===== config.mk =====
export PLATFORM = sky130hd
export DESIGN_NAME = sync_fifo_param
export DESIGN_NICKNAME = d
export VERILOG_FILES = /design/src/rtl/sync_fifo_param.sv
export SDC_FILE = /design/constraint.sdc
export NUM_CORES = 1
export LEC_CHECK = 0
export BUFFER_PORTS_ARGS = -buffer_cell sky130_fd_sc_hd__buf_2
export CAP_MARGIN = 25
export CORE_MARGIN = 2
export CORE_UTILIZATION = 29
export CTS_BUF_LIST = sky130_fd_sc_hd__clkbuf_4 sky130_fd_sc_hd__clkbuf_8
export CTS_CLUSTER_DIAMETER = 40
export DETAILED_ROUTE_END_ITERATION = 6
export GPL_TIMING_DRIVEN = 0
export PLACE_DENSITY = 0.56
export SYNTH_ARGS = -nofsm -noshare
export SYNTH_HDL_FRONTEND = slang
export SYNTH_SLANG_ARGS = --single-unit

===== constraint.sdc =====
create_clock -name clock -period 11.4 [get_ports clock]
set_input_delay 1.71 -clock clock [delete_from_list [all_inputs] [get_ports clock]]
set_output_delay 1.71 -clock clock [all_outputs]
set_load 0.05 [all_outputs]

===== src/rtl/sync_fifo_param.sv =====
// sync_fifo_param: parametrised single-clock FIFO with occupancy count, threshold flags,
// synchronous flush and sticky overflow/underflow errors; read data is registered.
module sync_fifo_param #(
  parameter int WIDTH = 32,
  parameter int DEPTH = 8,
  parameter int AF_THRESH = 6,
  parameter int AE_THRESH = 1,
  localparam int CW = $clog2(DEPTH + 1)
) (
  input  logic             clock,
  input  logic             reset,
  input  logic             wn,
  input  logic             rn,
  input  logic             flush,
  input  logic             clr_err,
  input  logic [WIDTH-1:0] DATAIN,
  output logic [WIDTH-1:0] DATAOUT,
  output logic             full,
  output logic             empty,
  output logic             almost_full,
  output logic             almost_empty,
  output logic [CW-1:0]    count,
  output logic             overflow,
  output logic             underflow
);
  localparam int PW = $clog2(DEPTH);
  logic [WIDTH-1:0] mem [DEPTH];
  logic [PW-1:0] wptr, rptr, wptr_n, rptr_n;
  logic [CW-1:0] cnt_n;
  logic rd_ok, wr_ok;
  // a write into a full FIFO is still accepted when a read frees a slot in the same cycle
  always_comb begin
    rd_ok = rn & ~empty;
    wr_ok = wn & (~full | rd_ok);
    wptr_n = (wptr == PW'(DEPTH - 1)) ? '0 : wptr + PW'(1);
    rptr_n = (rptr == PW'(DEPTH - 1)) ? '0 : rptr + PW'(1);
    cnt_n = (wr_ok & ~rd_ok) ? count + CW'(1) : (rd_ok & ~wr_ok) ? count - CW'(1) : count;
  end
  always_ff @(posedge clock)
    if (reset && !flush && wr_ok) mem[wptr] <= DATAIN;
  always_ff @(posedge clock) begin
    if (!reset) begin
      wptr <= '0;
      rptr <= '0;
      count <= '0;
      DATAOUT <= '0;
      empty <= 1'b1;
      full <= 1'b0;
      almost_empty <= 1'b1;
      almost_full <= 1'b0;
      overflow <= 1'b0;
      underflow <= 1'b0;
    end else if (flush) begin
      wptr <= '0;
      rptr <= '0;
      count <= '0;
      empty <= 1'b1;
      full <= 1'b0;
      almost_empty <= 1'b1;
      almost_full <= 1'b0;
    end else begin
      if (wr_ok) wptr <= wptr_n;
      if (rd_ok) begin
        rptr <= rptr_n;
        DATAOUT <= mem[rptr];
      end
      count <= cnt_n;
      empty <= cnt_n == '0;
      full <= cnt_n == CW'(DEPTH);
      almost_full <= cnt_n >= CW'(AF_THRESH);
      almost_empty <= cnt_n <= CW'(AE_THRESH);
      overflow <= (wn & full & ~rd_ok) | (overflow & ~clr_err);
      underflow <= (rn & empty) | (underflow & ~clr_err);
    end
  end
endmodule


**Word level (Yosys, flattened, before mapping)**

Memories as Yosys holds them, arrays and structs flattened. A register that Yosys moved wholly into a read port is not among the register bits.
Index checks and enable logic that the tools add are counted.
Widths: inputs -> output; s select.

- $add $sub $neg: 4
- Multipliers: 0
- Div/mod/pow operators: 0
- Magnitude comparators: 2
- Eq/ne operators: 3
- Shift-type cells: 0
- Multiplexer cells: 6
- Bitwise operators: 19
- Reduce and logical (&&, ||, !) cells: 7

Operator list:

| operator | number |
|---|---|
| $and 1x1->1 | 9 |
| $mux 4 | 2 |
| $not 1->1 | 7 |
| $add 3x1->3 const B | 2 |
| $eq 3x3->1 const B | 2 |
| $mux 3 | 2 |
| $add 4x1->4 const B | 1 |
| $eq 4x4->1 const B | 1 |
| $ge 4x3->1 const B | 1 |
| $le 4x1->1 const B | 1 |
| $logic_not 4->1 | 1 |
| $sub 4x1->4 const B | 1 |
| $or 1x1->1 | 3 |
| $logic_and 1x1->1 | 2 |
| $logic_not 1->1 | 2 |
| $mux 1 | 2 |
| $reduce_and 2->1 | 1 |
| $reduce_or 2->1 | 1 |

- Flip-flop bits (word level): 16
- Latch bits: 0
- Memory bits (writable): 256
- Memory bits (read-only): 0
- Input port bits: 38
- Output and inout bits: 42
- Word-level logic and storage cells: 51
- Memories: 1

Memory list:

| name | words | width | rd ports | clocked after Yosys merged registers in | wr ports | line | source |
|---|---|---|---|---|---|---|---|
| mem | 8 | 32 | 1 | 1 | 1 | 27 | `logic [WIDTH-1:0] mem [DEPTH];` |

**Logic depth before layout (Yosys ltp)**

- Depth after elaboration: 9
- Mapped depth: 7
- Gate-level depth less buffers: 7

**Least setup slack after synthesis**

OpenSTA, ideal clock, no wires.

- Path type: input-to-reg
- Start point: input port rn
- End point: memory mem[0][0], enable pin
- Setup time: 461 ps
- Arrival time: 4,676 ps
- Required time: 10,939 ps
- Slack: 6,263 ps
- Stages on the path: 6
- Buffers on the path: 1
- Path through: nand2b_4 > buf_4 > nand2_1 > nand2_1 > or3_1 > nor3_1

- Longest elaborated chain between the ends: 6

Ends and longest elaborated chain:

| element | line | source |
|---|---|---|
| from (decl) | 13 | `input logic rn,` |
| $and 1x1->1 | 33 | `rd_ok = rn & ~empty;` |
| $or 1x1->1 | 34 | `wr_ok = wn & (~full \| rd_ok);` |
| $and 1x1->1 | 34 |  |
| $logic_and 1x1->1 | 40 | `if (reset && !flush && wr_ok) mem[wptr] <= DATAIN;` |
| $mux 1 | 40 |  |
| $mux 1 (not written as such) | 40 |  |
| to (decl) | 27 |  |

Every way passes these cells.

**Final worst setup path**

- Start point: input port rn
- End point: memory mem[3][10], enable pin

The elaborated chain is that of the path after synthesis.

==> flow_metrics.env <==
export IMPL_p_leak_nw=4.56
export IMPL_skew_ns=0.0229
export IMPL_n_fill_cell=3633
export IMPL_seq_area_um2=8650
export IMPL_pwr_share_seq_pct=52.6
export IMPL_clk_latency_ns=0.58
export IMPL_sw_frac_of_total_pct=20.8
export IMPL_ys_seq_elements=304
export IMPL_rsz0062_at_grt="false"
export IMPL_cp_required_ns=11.66
export IMPL_rr_startpoint="empty"
export IMPL_avgSynthCellArea_um2=19.8
export IMPL_syn_area_um2=11500
export IMPL_gr_usage_all_layers_pct=12.5
export IMPL_syn2layout_area_growth_pct=21.1
export IMPL_synth_largest_area_cell="edfxtp_1"
export IMPL_multi_input_area_um2=2680
export IMPL_die_area_um2=41100
export IMPL_utilization_pct=35.8
export IMPL_holdWs_ns=0.461
export IMPL_grt_antenna_before_repair=3
export IMPL_startpoint_type="input pin"
export IMPL_finalHoldViolations=0
export IMPL_ant_nets=0
export IMPL_synth_edf_count=256
export IMPL_yosys_warnings=0
export IMPL_fmax_ghz=0.296
export IMPL_synth_nets=624
export IMPL_pwr_density_cell_nw_per_um2=167
export IMPL_vias=5875
export IMPL_r2r_end="mem[3][10]"
export IMPL_ctsResizeCount=0
export IMPL_yosys_area_top_type_share_pct=67.0
export IMPL_cts_setup_buffers=0
export IMPL_peakVddDrop_mv=0.107
export IMPL_ios=80
export IMPL_dp_hpwl_um=16100
export IMPL_die_h_um=203
export IMPL_cellInternalPower_mw=1.83
export IMPL_cts_hold_buf=0
export IMPL_fp_dieW_um=203
export IMPL_tns_ns=0
export IMPL_path_max_fanout=17
export IMPL_synthArstFlopShare_pct=0
export IMPL_drt_total_wl_um=25200
export IMPL_placed_cell_area_um2=12800
export IMPL_cts_tree="done"
export IMPL_startpoint="rn"
export IMPL_first_pass_iters=5
export IMPL_nNetsFinal=769
export IMPL_worstSetupEndpointType="register"
export IMPL_rows=72
export IMPL_setup_violations_final=0
export IMPL_worst_pin_slew_ns=0.777
export IMPL_netlist_instances=580
export IMPL_synth_common_cells="edfxtp_1 (256), mux4_2 (64), dfxtp_1 (48)"
export IMPL_clock_path_buffers=3
export IMPL_path_clk_slew_ns=0.06
export IMPL_p_clk_share_pct=43.8
export IMPL_reg2reg_depth=7
export IMPL_power_switching_uw=481
export IMPL_htree_num_levels=2
export IMPL_finalCritPeriodShare_pct=29.6
export IMPL_r2r_setup_slack_ns=8.83
export IMPL_post_route_min_period_ns=3.38
export IMPL_p_comb_share_pct=3.6
export IMPL_crit_arrival_ns=3.64
export IMPL_grt_pass1_vias=6165
export IMPL_status="finished, final reports clean"
export IMPL_coreArea_um2=38800
export IMPL_wl_per_cell_um=19.6
export IMPL_crit_type="in -> reg"
export IMPL_netlist_top_cells_area="edfxtp_1 (67%), mux4_2 (13%), dfxtp_1 (8.4%), mux2i_1 (2.9%), a21oi_1 (1.8%)"
export IMPL_port_buffers=79
export IMPL_yosysSeqAreaShare_pct=75.4
export IMPL_clock_root_buffer="clkbuf_8"
export IMPL_initial_core_util_pct=29.5
export IMPL_grt_pass1_wl_um=38500
export IMPL_cap_violations=0
export IMPL_holdPathStages=2
export IMPL_gr_total_overflow=0
export IMPL_numCtsBuffers=50
export IMPL_drive_above_1_share_pct=36.9
export IMPL_ys_types=39
export IMPL_drtIter0Drc=393
export IMPL_final_area_um2=13900
export IMPL_gp_congestion=0.716
export IMPL_ys_flop_type="edfxtp_1"
export IMPL_yosysMostFrequentCell="edfxtp_1"
export IMPL_grt_max_degree=23
export IMPL_slew_headroom_pct=48.2
export IMPL_maxSlewViolCount=0
export IMPL_clock_sinks=304
export IMPL_vias_per_cell=4.57
export IMPL_drc_errors=0
export IMPL_hp_class="reg -> reg"
export IMPL_crit_path_end="mem[3][10]"
-- state kept, by name, summed over array words and instances, names as in the netlist, 3 cells and up --
register,count
count,4
mem,256
wptr,3
DATAOUT,32
rptr,3
-- routing by layer --
layer | routed length, um | vias to the layer above | track usage (%)
li1 | - | 2655 | -
met1 | 11500 | 2999 | 17.2
met2 | 11700 | 177 | 19.6
met3 | 1610 | 40 | 3.29
met4 | 412 | 4 | 3.31
met5 | 30 | - | 0
-- power by group through the flow --
stage / logic (mW) / registers [mW] / clock network (mW)
2_1_floorplan: 0.0311 / 1.26 / 0
3_3_place_gp: 0.0809 / 1.24 / 0
3_5_place_dp: 0.0841 / 1.24 / 0
4_1_cts: 0.0842 / 1.22 / 1.04
5_1_grt: 0.0902 / 1.22 / 1.09
6_report: 0.0827 / 1.22 / 1.01
-- cells in the final DEF, fill, tap and decap left out, types with 4 or more instances in the layout --
cell type / netlist / final
buf_4: 2 / 4
clkinv_2: 0 / 4
clkbuf_1: 12 / 12
mux4_2: 64 / 64
nand2b_1: 4 / 4
o21ai_0: 36 / 36
a21oi_1: 42 / 42
clkbuf_8: 0 / 59
mux2i_1: 33 / 33
clkbuf_4: 0 / 23
nor2_4: 1 / 7
nor2_1: 10 / 4
edfxtp_1: 256 / 256
buf_2: 11 / 90
buf_6: 6 / 10
buf_12: 0 / 4
ha_1: 6 / 6
dfxtp_1: 48 / 48
nand2_1: 13 / 13
-- cells by family (layout without fill, tap and decap cells) --
logic type	Yosys count	count (layout)	share of synthesized area, %
flip-flops	304	304	75.4
adder cells (fa/ha/maj)	6	6	0.655
other	0	2	0
buffers and inverters	33	218	1.66
AO/OA/AOI/OAI	85	85	3.91
XOR/XNOR	2	2	0.153
AND/OR/NAND/NOR	53	53	2.75
multiplexers	97	97	15.5
-- through the flow --
step | setup WS [ns] | cells | power (mW)
CTS | 8.01 | 1283 | 2.34
floorplan | 6.26 | 580 | 1.29
detailed placement | 7.40 | 1191 | 1.33
finish | 8.02 | 1285 | 2.31
global route | 7.94 | 1283 | 2.40
global placement | 3.32 | 1177 | 1.32
-- area by class of cell --
| type | count | share of cell area (%) |
|---|---|---|
| Multi-Input combinational cell | 243 | 19.3 |
| Sequential cell | 304 | 62.3 |
| Antenna cell | 2 | 0.0360 |
| Inverter | 2 | 0.0541 |
| Buffer | 31 | 1.32 |
| Clock buffer | 82 | 7.09 |
| Clock inverter | 10 | 0.775 |
| Tap cell | 518 | 4.67 |
| Timing Repair Buffer | 93 | 4.47 |
-- worst max-delay path: stages --
cell and delay [ns]:
buf_2 0.13, nand2b_4 0.06, buf_4 0.17, nand2_1 0.09
and2_2 0.18, nand3_1 0.30, nor2_4 0.72, buf_16 0.25
-- worst min-delay path by stage --
stage	startpoint	to	slack, ns
after CTS	overflow	overflow	0.46
after floorplan	wptr[0]	wptr[0]	0.47
after global placement	overflow	overflow	0.45
final	overflow	overflow	0.46
after detailed placement	overflow	overflow	0.46
after global routing	overflow	overflow	0.51
(Power assumes the default switching activity.)
